$ cat src/rtl/ray_leaf_prim_issuer_pkg.sv
// Shared fixed-point and ray/primitive/hit payload types for the leaf primitive issuer.
package ray_leaf_prim_issuer_pkg;

  localparam int unsigned FIXED_W = 32;
  localparam int unsigned VI_W    = 32;

  // Q16.16 signed fixed point
  typedef logic signed [FIXED_W-1:0] fixed_t;

  localparam fixed_t FIXED_MAX = fixed_t'(32'h7FFF_FFFF);

  typedef struct packed {
    fixed_t x;
    fixed_t y;
    fixed_t z;
  } vec3_t;

  typedef struct packed {
    vec3_t Origin;
    vec3_t Dir;
  } ray_t;

  typedef struct packed {
    vec3_t Min;
    vec3_t Max;
  } aabb_t;

  typedef struct packed {
    aabb_t           Aabb;
    logic [VI_W-1:0] VI;
  } bvh_prim_aabb_t;

  typedef struct packed {
    logic            bHit;
    fixed_t          T;
    logic [VI_W-1:0] VI;
  } hit_data_t;

  function automatic fixed_t fixed_inf();
    return FIXED_MAX;
  endfunction

  // Inverted box: can never be hit by any ray
  function automatic bvh_prim_aabb_t null_prim();
    bvh_prim_aabb_t p;
    p          = '0;
    p.Aabb.Min = '{x: FIXED_MAX, y: FIXED_MAX, z: FIXED_MAX};
    p.Aabb.Max = '{x: -FIXED_MAX, y: -FIXED_MAX, z: -FIXED_MAX};
    return p;
  endfunction

  function automatic hit_data_t no_hit();
    hit_data_t h;
    h      = '0;
    h.bHit = 1'b0;
    h.T    = fixed_inf();
    return h;
  endfunction

endpackage

$ cat src/rtl/ray_leaf_prim_issuer_if.sv
// Bundle of request, primitive RAM, tester and response signals around the leaf issuer.
interface ray_leaf_prim_issuer_if #(
  parameter int unsigned UNIT_SIZE   = 4,
  parameter int unsigned PRIM_ADDR_W = 16,
  parameter int unsigned CNT_W       = 8
);
  import ray_leaf_prim_issuer_pkg::*;

  logic                                 req_valid;
  logic                                 req_ready;
  ray_t                                 req_ray;
  logic [PRIM_ADDR_W-1:0]               req_first;
  logic [CNT_W-1:0]                     req_count;
  logic                                 req_any_hit;

  logic                                 mem_rd_en;
  logic [PRIM_ADDR_W-1:0]               mem_rd_addr;
  bvh_prim_aabb_t                       mem_rd_data;

  ray_t                                 test_ray;
  bvh_prim_aabb_t [UNIT_SIZE-1:0]       test_prims;
  hit_data_t                            test_hit;

  logic                                 resp_valid;
  logic                                 resp_ready;
  hit_data_t                            resp_hit;

  // Issuer side
  modport master (
    input  req_valid, req_ray, req_first, req_count, req_any_hit,
    output req_ready,
    output mem_rd_en, mem_rd_addr,
    input  mem_rd_data,
    output test_ray, test_prims,
    input  test_hit,
    output resp_valid, resp_hit,
    input  resp_ready
  );

  // Environment side: traversal engine, primitive RAM and tester
  modport slave (
    output req_valid, req_ray, req_first, req_count, req_any_hit,
    input  req_ready,
    input  mem_rd_en, mem_rd_addr,
    output mem_rd_data,
    input  test_ray, test_prims,
    output test_hit,
    input  resp_valid, resp_hit,
    output resp_ready
  );

endinterface

$ cat src/rtl/ray_leaf_prim_issuer.sv
// Leaf primitive issuer: streams a BVH leaf's primitives from RAM in batches of
// UNIT_SIZE into the combinational ray/primitive tester and folds the results into
// one closest hit per leaf request.
// Optional feature macro: RAY_ANYHIT_EARLY_EXIT_EN (any-hit queries stop at first hit).
module ray_leaf_prim_issuer #(
  parameter int unsigned UNIT_SIZE   = 4,
  parameter int unsigned PRIM_ADDR_W = 16,
  parameter int unsigned CNT_W       = 8
) (
  input logic                  clk,
  input logic                  reset,
  ray_leaf_prim_issuer_if.master bus
);
  import ray_leaf_prim_issuer_pkg::*;

  localparam int unsigned K_W   = $clog2(UNIT_SIZE + 1);
  localparam int unsigned IDX_W = (UNIT_SIZE > 1) ? $clog2(UNIT_SIZE) : 1;
  localparam bvh_prim_aabb_t [UNIT_SIZE-1:0] NULL_BATCH = {UNIT_SIZE{null_prim()}};

  typedef enum logic [2:0] {
    S_IDLE,
    S_FETCH,
    S_WAIT,
    S_TEST,
    S_DONE
  } state_e;

  state_e                         state_q, state_d;
  ray_t                           ray_q, ray_d;
  logic [PRIM_ADDR_W-1:0]         addr_q, addr_d;
  logic                           rd_en_q, rd_en_d;
  logic [IDX_W-1:0]               rd_idx_q, rd_idx_d;
  logic [K_W-1:0]                 batch_k_q, batch_k_d;
  logic [CNT_W-1:0]               remaining_q, remaining_d;
  hit_data_t                      best_q, best_d;
  logic                           pend_q, pend_d;
  logic [IDX_W-1:0]               pend_slot_q, pend_slot_d;
  bvh_prim_aabb_t [UNIT_SIZE-1:0] prims_q, prims_d;
  logic                           req_ready_q, req_ready_d;
  logic                           resp_valid_q, resp_valid_d;
  hit_data_t                      resp_hit_q, resp_hit_d;

  logic                           start_batch;
  logic [CNT_W-1:0]               start_rem;
  logic [CNT_W-1:0]               rem_after;
  logic                           better;
  logic                           last_read;
  logic                           early_exit;

`ifdef RAY_ANYHIT_EARLY_EXIT_EN
  logic any_hit_q, any_hit_d;
`else
  logic unused_any_hit;
  assign unused_any_hit = bus.req_any_hit;
`endif

  function automatic logic [K_W-1:0] batch_size(input logic [CNT_W-1:0] rem);
    if (rem >= CNT_W'(UNIT_SIZE)) return K_W'(UNIT_SIZE);
    else                          return K_W'(rem);
  endfunction

  assign rem_after = remaining_q - CNT_W'(batch_k_q);
  assign last_read = (K_W'(rd_idx_q) + K_W'(1)) == batch_k_q;
  // Strict compare keeps the earlier batch on equal T
  assign better    = bus.test_hit.bHit && (!best_q.bHit || (bus.test_hit.T < best_q.T));

`ifdef RAY_ANYHIT_EARLY_EXIT_EN
  assign early_exit = any_hit_q && bus.test_hit.bHit;
`else
  assign early_exit = 1'b0;
`endif

  // Next-state and next-output logic
  always_comb begin
    state_d      = state_q;
    ray_d        = ray_q;
    addr_d       = addr_q;
    rd_en_d      = 1'b0;
    rd_idx_d     = rd_idx_q;
    batch_k_d    = batch_k_q;
    remaining_d  = remaining_q;
    best_d       = best_q;
    pend_d       = rd_en_q;
    pend_slot_d  = rd_idx_q;
    prims_d      = prims_q;
    req_ready_d  = req_ready_q;
    resp_valid_d = resp_valid_q;
    resp_hit_d   = resp_hit_q;
    start_batch  = 1'b0;
    start_rem    = remaining_q;
`ifdef RAY_ANYHIT_EARLY_EXIT_EN
    any_hit_d    = any_hit_q;
`endif

    // Read data lands one cycle after its strobe
    if (pend_q) prims_d[pend_slot_q] = bus.mem_rd_data;

    case (state_q)
      S_IDLE: begin
        if (bus.req_valid && req_ready_q) begin
          ray_d       = bus.req_ray;
          addr_d      = bus.req_first;
          remaining_d = bus.req_count;
          best_d      = no_hit();
          req_ready_d = 1'b0;
`ifdef RAY_ANYHIT_EARLY_EXIT_EN
          any_hit_d   = bus.req_any_hit;
`endif
          if (bus.req_count == '0) begin
            state_d = S_DONE;
          end else begin
            start_batch = 1'b1;
            start_rem   = bus.req_count;
          end
        end
      end
      S_FETCH: begin
        addr_d = addr_q + PRIM_ADDR_W'(1);
        if (last_read) begin
          state_d = S_WAIT;
        end else begin
          rd_en_d  = 1'b1;
          rd_idx_d = rd_idx_q + IDX_W'(1);
        end
      end
      S_WAIT: begin
        state_d = S_TEST;
      end
      S_TEST: begin
        if (better) best_d = bus.test_hit;
        remaining_d = rem_after;
        if (early_exit || (rem_after == '0)) begin
          state_d      = S_DONE;
          resp_valid_d = 1'b1;
          resp_hit_d   = best_d;
        end else begin
          start_batch = 1'b1;
          start_rem   = rem_after;
        end
      end
      S_DONE: begin
        resp_valid_d = 1'b1;
        resp_hit_d   = best_q;
        if (resp_valid_q && bus.resp_ready) begin
          resp_valid_d = 1'b0;
          req_ready_d  = 1'b1;
          state_d      = S_IDLE;
        end
      end
      default: begin
        state_d = S_IDLE;
      end
    endcase

    // New batch: first read issues next cycle, unused slots become NULL
    if (start_batch) begin
      state_d   = S_FETCH;
      rd_en_d   = 1'b1;
      rd_idx_d  = '0;
      batch_k_d = batch_size(start_rem);
      prims_d   = NULL_BATCH;
    end
  end

  // State and output registers
  always_ff @(posedge clk) begin
    if (reset) begin
      state_q      <= S_IDLE;
      ray_q        <= '0;
      addr_q       <= '0;
      rd_en_q      <= 1'b0;
      rd_idx_q     <= '0;
      batch_k_q    <= '0;
      remaining_q  <= '0;
      best_q       <= no_hit();
      pend_q       <= 1'b0;
      pend_slot_q  <= '0;
      prims_q      <= NULL_BATCH;
      req_ready_q  <= 1'b1;
      resp_valid_q <= 1'b0;
      resp_hit_q   <= no_hit();
`ifdef RAY_ANYHIT_EARLY_EXIT_EN
      any_hit_q    <= 1'b0;
`endif
    end else begin
      state_q      <= state_d;
      ray_q        <= ray_d;
      addr_q       <= addr_d;
      rd_en_q      <= rd_en_d;
      rd_idx_q     <= rd_idx_d;
      batch_k_q    <= batch_k_d;
      remaining_q  <= remaining_d;
      best_q       <= best_d;
      pend_q       <= pend_d;
      pend_slot_q  <= pend_slot_d;
      prims_q      <= prims_d;
      req_ready_q  <= req_ready_d;
      resp_valid_q <= resp_valid_d;
      resp_hit_q   <= resp_hit_d;
`ifdef RAY_ANYHIT_EARLY_EXIT_EN
      any_hit_q    <= any_hit_d;
`endif
    end
  end

  assign bus.req_ready   = req_ready_q;
  assign bus.mem_rd_en   = rd_en_q;
  assign bus.mem_rd_addr = addr_q;
  assign bus.test_ray    = ray_q;
  assign bus.test_prims  = prims_q;
  assign bus.resp_valid  = resp_valid_q;
  assign bus.resp_hit    = resp_hit_q;

endmodule

$ cat src/flat_wrapper.sv
// flat-port wrapper written by rule: the top's interface ports become plain ports
module ray_leaf_prim_issuer_flat import ray_leaf_prim_issuer_pkg::*;
#(
  parameter int unsigned UNIT_SIZE   = 4,
  parameter int unsigned PRIM_ADDR_W = 16,
  parameter int unsigned CNT_W       = 8
)
  (clk, reset, bus_req_valid, bus_req_ray, bus_req_first, bus_req_count, bus_req_any_hit, bus_req_ready, bus_mem_rd_en, bus_mem_rd_addr, bus_mem_rd_data, bus_test_ray, bus_test_prims, bus_test_hit, bus_resp_valid, bus_resp_hit, bus_resp_ready);
  ray_leaf_prim_issuer_if #(.UNIT_SIZE(UNIT_SIZE), .PRIM_ADDR_W(PRIM_ADDR_W), .CNT_W(CNT_W)) bus_i ();
  input logic clk;
  input logic reset;
  input wire logic [$bits(bus_i.req_valid)-1:0] bus_req_valid;
  input wire logic [$bits(bus_i.req_ray)-1:0] bus_req_ray;
  input wire logic [$bits(bus_i.req_first)-1:0] bus_req_first;
  input wire logic [$bits(bus_i.req_count)-1:0] bus_req_count;
  input wire logic [$bits(bus_i.req_any_hit)-1:0] bus_req_any_hit;
  output wire logic [$bits(bus_i.req_ready)-1:0] bus_req_ready;
  output wire logic [$bits(bus_i.mem_rd_en)-1:0] bus_mem_rd_en;
  output wire logic [$bits(bus_i.mem_rd_addr)-1:0] bus_mem_rd_addr;
  input wire logic [$bits(bus_i.mem_rd_data)-1:0] bus_mem_rd_data;
  output wire logic [$bits(bus_i.test_ray)-1:0] bus_test_ray;
  output wire logic [$bits(bus_i.test_prims)-1:0] bus_test_prims;
  input wire logic [$bits(bus_i.test_hit)-1:0] bus_test_hit;
  output wire logic [$bits(bus_i.resp_valid)-1:0] bus_resp_valid;
  output wire logic [$bits(bus_i.resp_hit)-1:0] bus_resp_hit;
  input wire logic [$bits(bus_i.resp_ready)-1:0] bus_resp_ready;
  assign bus_i.req_valid = bus_req_valid;
  assign bus_i.req_ray = bus_req_ray;
  assign bus_i.req_first = bus_req_first;
  assign bus_i.req_count = bus_req_count;
  assign bus_i.req_any_hit = bus_req_any_hit;
  assign bus_req_ready = bus_i.req_ready;
  assign bus_mem_rd_en = bus_i.mem_rd_en;
  assign bus_mem_rd_addr = bus_i.mem_rd_addr;
  assign bus_i.mem_rd_data = bus_mem_rd_data;
  assign bus_test_ray = bus_i.test_ray;
  assign bus_test_prims = bus_i.test_prims;
  assign bus_i.test_hit = bus_test_hit;
  assign bus_resp_valid = bus_i.resp_valid;
  assign bus_resp_hit = bus_i.resp_hit;
  assign bus_i.resp_ready = bus_resp_ready;
  ray_leaf_prim_issuer #(.UNIT_SIZE(UNIT_SIZE), .PRIM_ADDR_W(PRIM_ADDR_W), .CNT_W(CNT_W)) u_core (.clk(clk), .reset(reset), .bus(bus_i));
endmodule
$ cat config.mk
export PLATFORM = sky130hd
export DESIGN_NAME = ray_leaf_prim_issuer_flat
export DESIGN_NICKNAME = d
export VERILOG_FILES = /design/src/rtl/ray_leaf_prim_issuer_pkg.sv /design/src/rtl/ray_leaf_prim_issuer_if.sv /design/src/rtl/ray_leaf_prim_issuer.sv /design/src/flat_wrapper.sv
export SDC_FILE = /design/constraint.sdc
export NUM_CORES = 2
export LEC_CHECK = 0
export ABC_AREA = 0
export CAP_MARGIN = 30
export CORE_AREA = 2 2 659 661
export DETAILED_ROUTE_END_ITERATION = 7
export DIE_AREA = 0 0 661 663
export GPL_ROUTABILITY_DRIVEN = 0
export PLACE_DENSITY = 0.33
export SLEW_MARGIN = 20
export SYNTH_ARGS = -nofsm -noshare
export SYNTH_HDL_FRONTEND = slang
export SYNTH_SLANG_ARGS = --single-unit
export TNS_END_PERCENT = 5
$ cat constraint.sdc
create_clock -name clk -period 4.2 [get_ports clk]
set_input_delay 0.42 -clock clk [delete_from_list [all_inputs] [get_ports clk]]
set_output_delay 0.42 -clock clk [all_outputs]
set_load 0.01 [all_outputs]
Word-level counts from Yosys, hierarchy flattened
Cells that the tools add are included. Widths: inputs -> output; s select.

$add $sub $neg: 4. $mul: 0. Divide/modulo/power cells: 0. Magnitude comparators: 4. Equal/unequal tests: 15. Shifts and indexed selects: 0. Muxes and demuxes: 37. Bitwise operators: 1. Reduce and logical (&&, ||, !) cells: 22.

Operator list (count): $bwmux 896 (1); $demux 224 s2 (1); $pmux 65 s2 (2); $mux 224 (1); $mux 65 (3); $lt 32x32->1 (1); $mux 8 (4); $pmux 16 s2 (1); $pmux 8 s2 (2); $mux 3 (6); $add 16x1->16 const B (1); $logic_not 8->1 (2); $mux 16 (1); $ne 3x1->1 const B (5); $pmux 3 s5 (1); $mux 1 (11); $ne 2x1->1 const B (5); $reduce_and 2->1 (5); $reduce_and 5->1 (2); $ge 8x3->1 const B (1); $reduce_bool 2->1 (4); $sub 8x3->8 (1); $eq 3x2->1 const B (2); $pmux 1 s2 (3); 14 further kinds (17).

Flip-flop bits (word level): 1256. Latch bits: 0. Memory bits (writable): 0. ROM bits: 0. Bits of input ports: 510. Output and inout bits: 1172. Logic and storage cells: 134. Memories kept: 0.

Longest topological paths before layout
Depth after elaboration: 6. Depth in mapped cells: 15. Mapped depth without buffers: 12.

Worst setup path after synthesis
Ideal clock, no wire load.

Path kind: register to register. Start: register u_core.batch_k_q[0]. End: register u_core.batch_k_q[0]. Setup time: 0.117 ns. Data arrival time: 2.819 ns. Required time: 4.083 ns. Setup slack: 1.264 ns. Cell stages (with the launch flop): 14. Buffers on the path: 2. Clock period less this slack: 2.936 ns. Path through: dfxtp_1 ha_1 inv_1 fa_1 a211oi_2 nand2b_1 a21oi_1 a221o_1 a41oi_1 a21oi_2 nor2b_1 buf_2 buf_4 a22o_1.

Longest elaborated chain between the ends: 6. Elaborated cells on any way between the ends: 8. Classes of those cells: 1 x add/sub; 1 x order compare; 5 x mux; 1 x reduce/logical.

RTL lines: from (decl) (RTL line ray_leaf_prim_issuer.sv:33) `logic [K_W-1:0] batch_k_q, batch_k_d;`; from (signal assigned) (RTL line ray_leaf_prim_issuer.sv:191) `batch_k_q <= batch_k_d;`; $sub 8x3->8 (*) (RTL line ray_leaf_prim_issuer.sv:62) `assign rem_after = remaining_q - CNT_W'(batch_k_q);`; $logic_not 8->1 (RTL line ray_leaf_prim_issuer.sv:132) `if (early_exit || (rem_after == '0)) begin`; $mux 8 (RTL line ray_leaf_prim_issuer.sv:132); $pmux 8 s2 (RTL line ray_leaf_prim_issuer.sv:98) `case (state_q)`; $ge 8x3->1 (RTL line ray_leaf_prim_issuer.sv:58) `if (rem >= CNT_W'(UNIT_SIZE)) return K_W'(UNIT_SIZE);`; $mux 3 (RTL line ray_leaf_prim_issuer.sv:58).

Every way passes the cells marked *; elsewhere a longest branch is shown, timed or not. A chain may end at the register's enable or synchronous reset.

Final worst setup path
Start: register u_core.batch_k_q[0]. End: register u_core.prims_q, in the netlist u_core.bus.test_prims[691].

Longest elaborated chain between the ends: 5.

RTL lines: $sub 8x3->8 (RTL line ray_leaf_prim_issuer.sv:62); $logic_not 8->1 (RTL line ray_leaf_prim_issuer.sv:132); $mux 1 (RTL line ray_leaf_prim_issuer.sv:132); $pmux 1 s2 (RTL line ray_leaf_prim_issuer.sv:98); $reduce_or 2->1 (no line); to (signal assigned) (RTL line ray_leaf_prim_issuer.sv:196) `prims_q <= prims_d;`; to (decl) (RTL line ray_leaf_prim_issuer.sv:38) `bvh_prim_aabb_t [UNIT_SIZE-1:0] prims_q, prims_d;`.

Every way passes these cells.

==> out/qor.csv <==
metric,value,unit
cp-end-kind,register,
leakage,0.0266,uW
path_class,register to register,
hpwl,248000,um
skew,0.0620,ns
grt_pass1_wl,420000,um
setup_violations,0,
min_from,bus_req_ray[85],
grt_usage,13.9,%
route.detailed.drc,0,
critPathTopFamily,compound AO/OA/AOI/OAI gates,
cts_tree,done,
num_vias,46100,
worstPathArrival,4.22,ns
final_core_util,17.1,%
final_cells,13000,
crit_start,u_core.batch_k_q[0],
whs_endpoint,u_core.bus.test_ray[85],
viasPerCell,3.54,
critPathBufInv,4,
post_cts_resized,0,
required,4.89,ns
drt_iter0_markers,2885,
ff2ff_setup_slack,0.67,ns
status,completed,
tns,0,ns
syn_nets,6140,
clk_pin_slew,0.06,ns
crit_chain,"ha_1, inv_1, fa_1, a211oi_2, nand2b_1, a21oi_1, a221o_1, a41oi_1, a21oi_2, buf_4, nand2b_4, buf_12, buf_12, a21oi_1",
start_util,10.4,%
coreArea,432000,um^2
max_stage_delay,0.41,ns
r2r-end,u_core.bus.test_prims[691],
cp_slowest_cell,dfxtp_1,
rsz0062_at_grt,false,
die_w,661,um
avgRoutedWirePerCell,24.5,um
clock-sinks,1256,
htreeDepth,4,
ys_seq_area_share,56.2,%
antenna_found_initial,51,
cap_viol_max_count,0,
synth_cells,5592,
die_area,438000,um^2
wl,318000,um
ant_nets,0,
avgSynthCellArea,8.00,um^2
timing.final.hold_violations,0,
syn2layout_area_growth,65.6,%
yosysUniqueCellTypes,62,
hold_depth,3,
cts_buffer_depth,4,
grt_overflow,0,
synth_top_flop_cell,dfxtp_1,
r2r_cells,14,
port_buffers,1680,
fin_area,74000,um^2
syn-cell-area,44700,um^2
nNetsFinal,7678,
num_rows,242,
pwr_density_cell,423,nW/um^2
die_h,663,um
critPathMaxFanout,47,
dpl_cell_area,68300,um^2
yosys_warnings,0,
firstDrtPassIters,8,
drive_above_1_share,5.38,%
ios,1682,
min_path_type,primary input to register,
final.period_utilization,84.0,%
async_flop_share,0,%
holdWs,0.121,ns
final.min_clock_period,3.53,ns
grt_max_degree,158,
max_slew_margin,11.9,%
cp-start-kind,register,
cts_buffers,176,
tightest_slew,1.32,ns
irDropWorstVdd,0.295,mV
timing.fmax,284,MHz
placed_cells,12700,
synth_edf_count,0,
slew_viol_final,0,
ys_ff_latch,1256,
grt_pass1_vias,45300,
clk-insertion-delay-late,0.85,ns
cts-root-buf,clkbuf_16,
rr_startpoint,u_core.batch_k_q[0],
-- cell type report --
cell class                      instances  area [um^2]
Antenna cell                           18         45.0
Clock buffer                          264         5140
Clock inverter                         47          566
Fill cell                           48500       358000
Inverter                               44          165
Multi-Input combinational cell       3866        17700
Sequential cell                      1256        25100
Tap cell                             5734         7170
Timing Repair Buffer                 1786        18100
-- cell usage in the layout, fill, tap and decap left out, types with 5 or more instances in the layout --
master,n
nand2_1,2207
and4_1,5
bufinv_16,7
o21ai_0,50
buf_4,63
a22oi_1,37
clkinv_2,17
nand4_1,7
inv_1,44
nand3_1,436
clkbuf_1,49
clkinv_4,6
a221oi_1,33
mux2i_1,32
a32oi_1,5
dfxtp_1,1256
inv_6,6
clkbuf_16,177
ha_1,37
nor2_1,71
a211oi_1,6
clkbuf_8,38
diode_2,18
buf_12,41
nor2b_1,6
a21oi_1,804
a22o_1,34
a31oi_1,8
clkdlybuf4s50_1,1679
nor3_1,8
and3_1,6
-- worst max-delay path by stage --
| stage | end | slack [ns] | cells past startpoint |
|---|---|---|---|
| 3_5_place_dp | u_core.bus.test_prims[226] | 0.64 | 14 |
| 5_1_grt | u_core.bus.test_prims[687] | 0.45 | 14 |
| 4_1_cts | u_core.bus.test_prims[247] | 0.60 | 14 |
| 2_1_floorplan | u_core.batch_k_q[0] | 1.26 | 13 |
| 6_report | u_core.bus.test_prims[691] | 0.67 | 14 |
| 3_3_place_gp | u_core.bus.test_prims[279] | 0.60 | 14 |
-- registers in the layout (all words and copies together) (netlist names) --
signal,flops
u_core.best_q,65
u_core.bus.mem_rd_en,1
u_core.bus.req_ready,1
u_core.remaining_q,8
u_core.bus.resp_valid,1
u_core.state_q,3
u_core.bus.mem_rd_addr,16
u_core.bus.resp_hit,65
u_core.batch_k_q,3
u_core.bus.test_prims,896
u_core.bus.test_ray,192
u_core.pend_slot_d,2
u_core.pend_q,1
u_core.pend_slot_q,2
-- cells by family after synthesis --
group,Yosys count,synth area share [%]
and+or+nand+nor,2782,25.0
DFF,1256,56.2
AOI/OAI and AO/OA,1008,12.4
buffers and inverters,470,4.44
adders and majority gates,38,1.08
muxes,32,0.716
xor gates and xnor gates,6,0.118
-- report_power, final --
part	internal, uW	switching (uW)
registers	12200	225
logic	1420	2270
clock network	8890	6250
-- per-layer routing --
metal  vias up  wire length [um]  GRT usage (%)
met1     22400            114000           14.4
met5         -               186              0
met2      1671            167000           26.1
li1      21500                 -              -
met3       477             20600           3.43
met4        28             16500           6.45
-- cell usage after synthesis (all sizes together) (3+ instances only) --
master   number  share of area, %
a22o         34              0.67
buf         122               1.5
inv          44              0.37
nand3       437               4.9
ha           37               1.0
a2111oi       5              0.11
nor4          4             0.056
nand4         7             0.098
nor2b         7             0.098
clkbuf      304               2.6
mux2i        32              0.72
nand2b        5             0.070
dfxtp      1256                56
a32oi         5             0.098
nor2         74              0.62
a211oi        7              0.13
and3          7             0.098
nand2      2207                19
a221oi       33              0.65
o21ai        52              0.59
xor2          3             0.059
nand3b        3             0.050
and4          5             0.098
and2          4             0.056
nor3b         3             0.050
nor3         10              0.13
a21oi       805               9.0
a22oi        37              0.62
xnor2         3             0.059
or2           3             0.042
a31oi         8              0.11
a21o          4             0.067
-- stage by stage --
| stage | worst slack, ns | power [uW] |
|---|---|---|
| 6_report | 0.673 | 31300 |
| 5_1_grt | 0.450 | 32600 |
| 4_1_cts | 0.603 | 32000 |
| 3_5_place_dp | 0.639 | 16500 |
| 3_3_place_gp | 0.599 | 16500 |
| 2_1_floorplan | 1.26 | 14000 |
-- worst register-to-register path: cells and delay by family (launching register included) --
family | cells | cell delay, ns
AND/OR/NAND/NOR | 2 | 0.42
AO/OA/AOI/OAI | 6 | 1.15
adder cells (fa/ha/maj) | 2 | 0.58
buffers and inverters | 4 | 0.84
flip-flops | 1 | 0.41
-- what timing repair did --
action / CTS / global route
hold endpoints to repair: 19 / 0
buffers inserted: 0 / 0
hold buffers: 2 / 0
(Power assumes the default switching activity.)
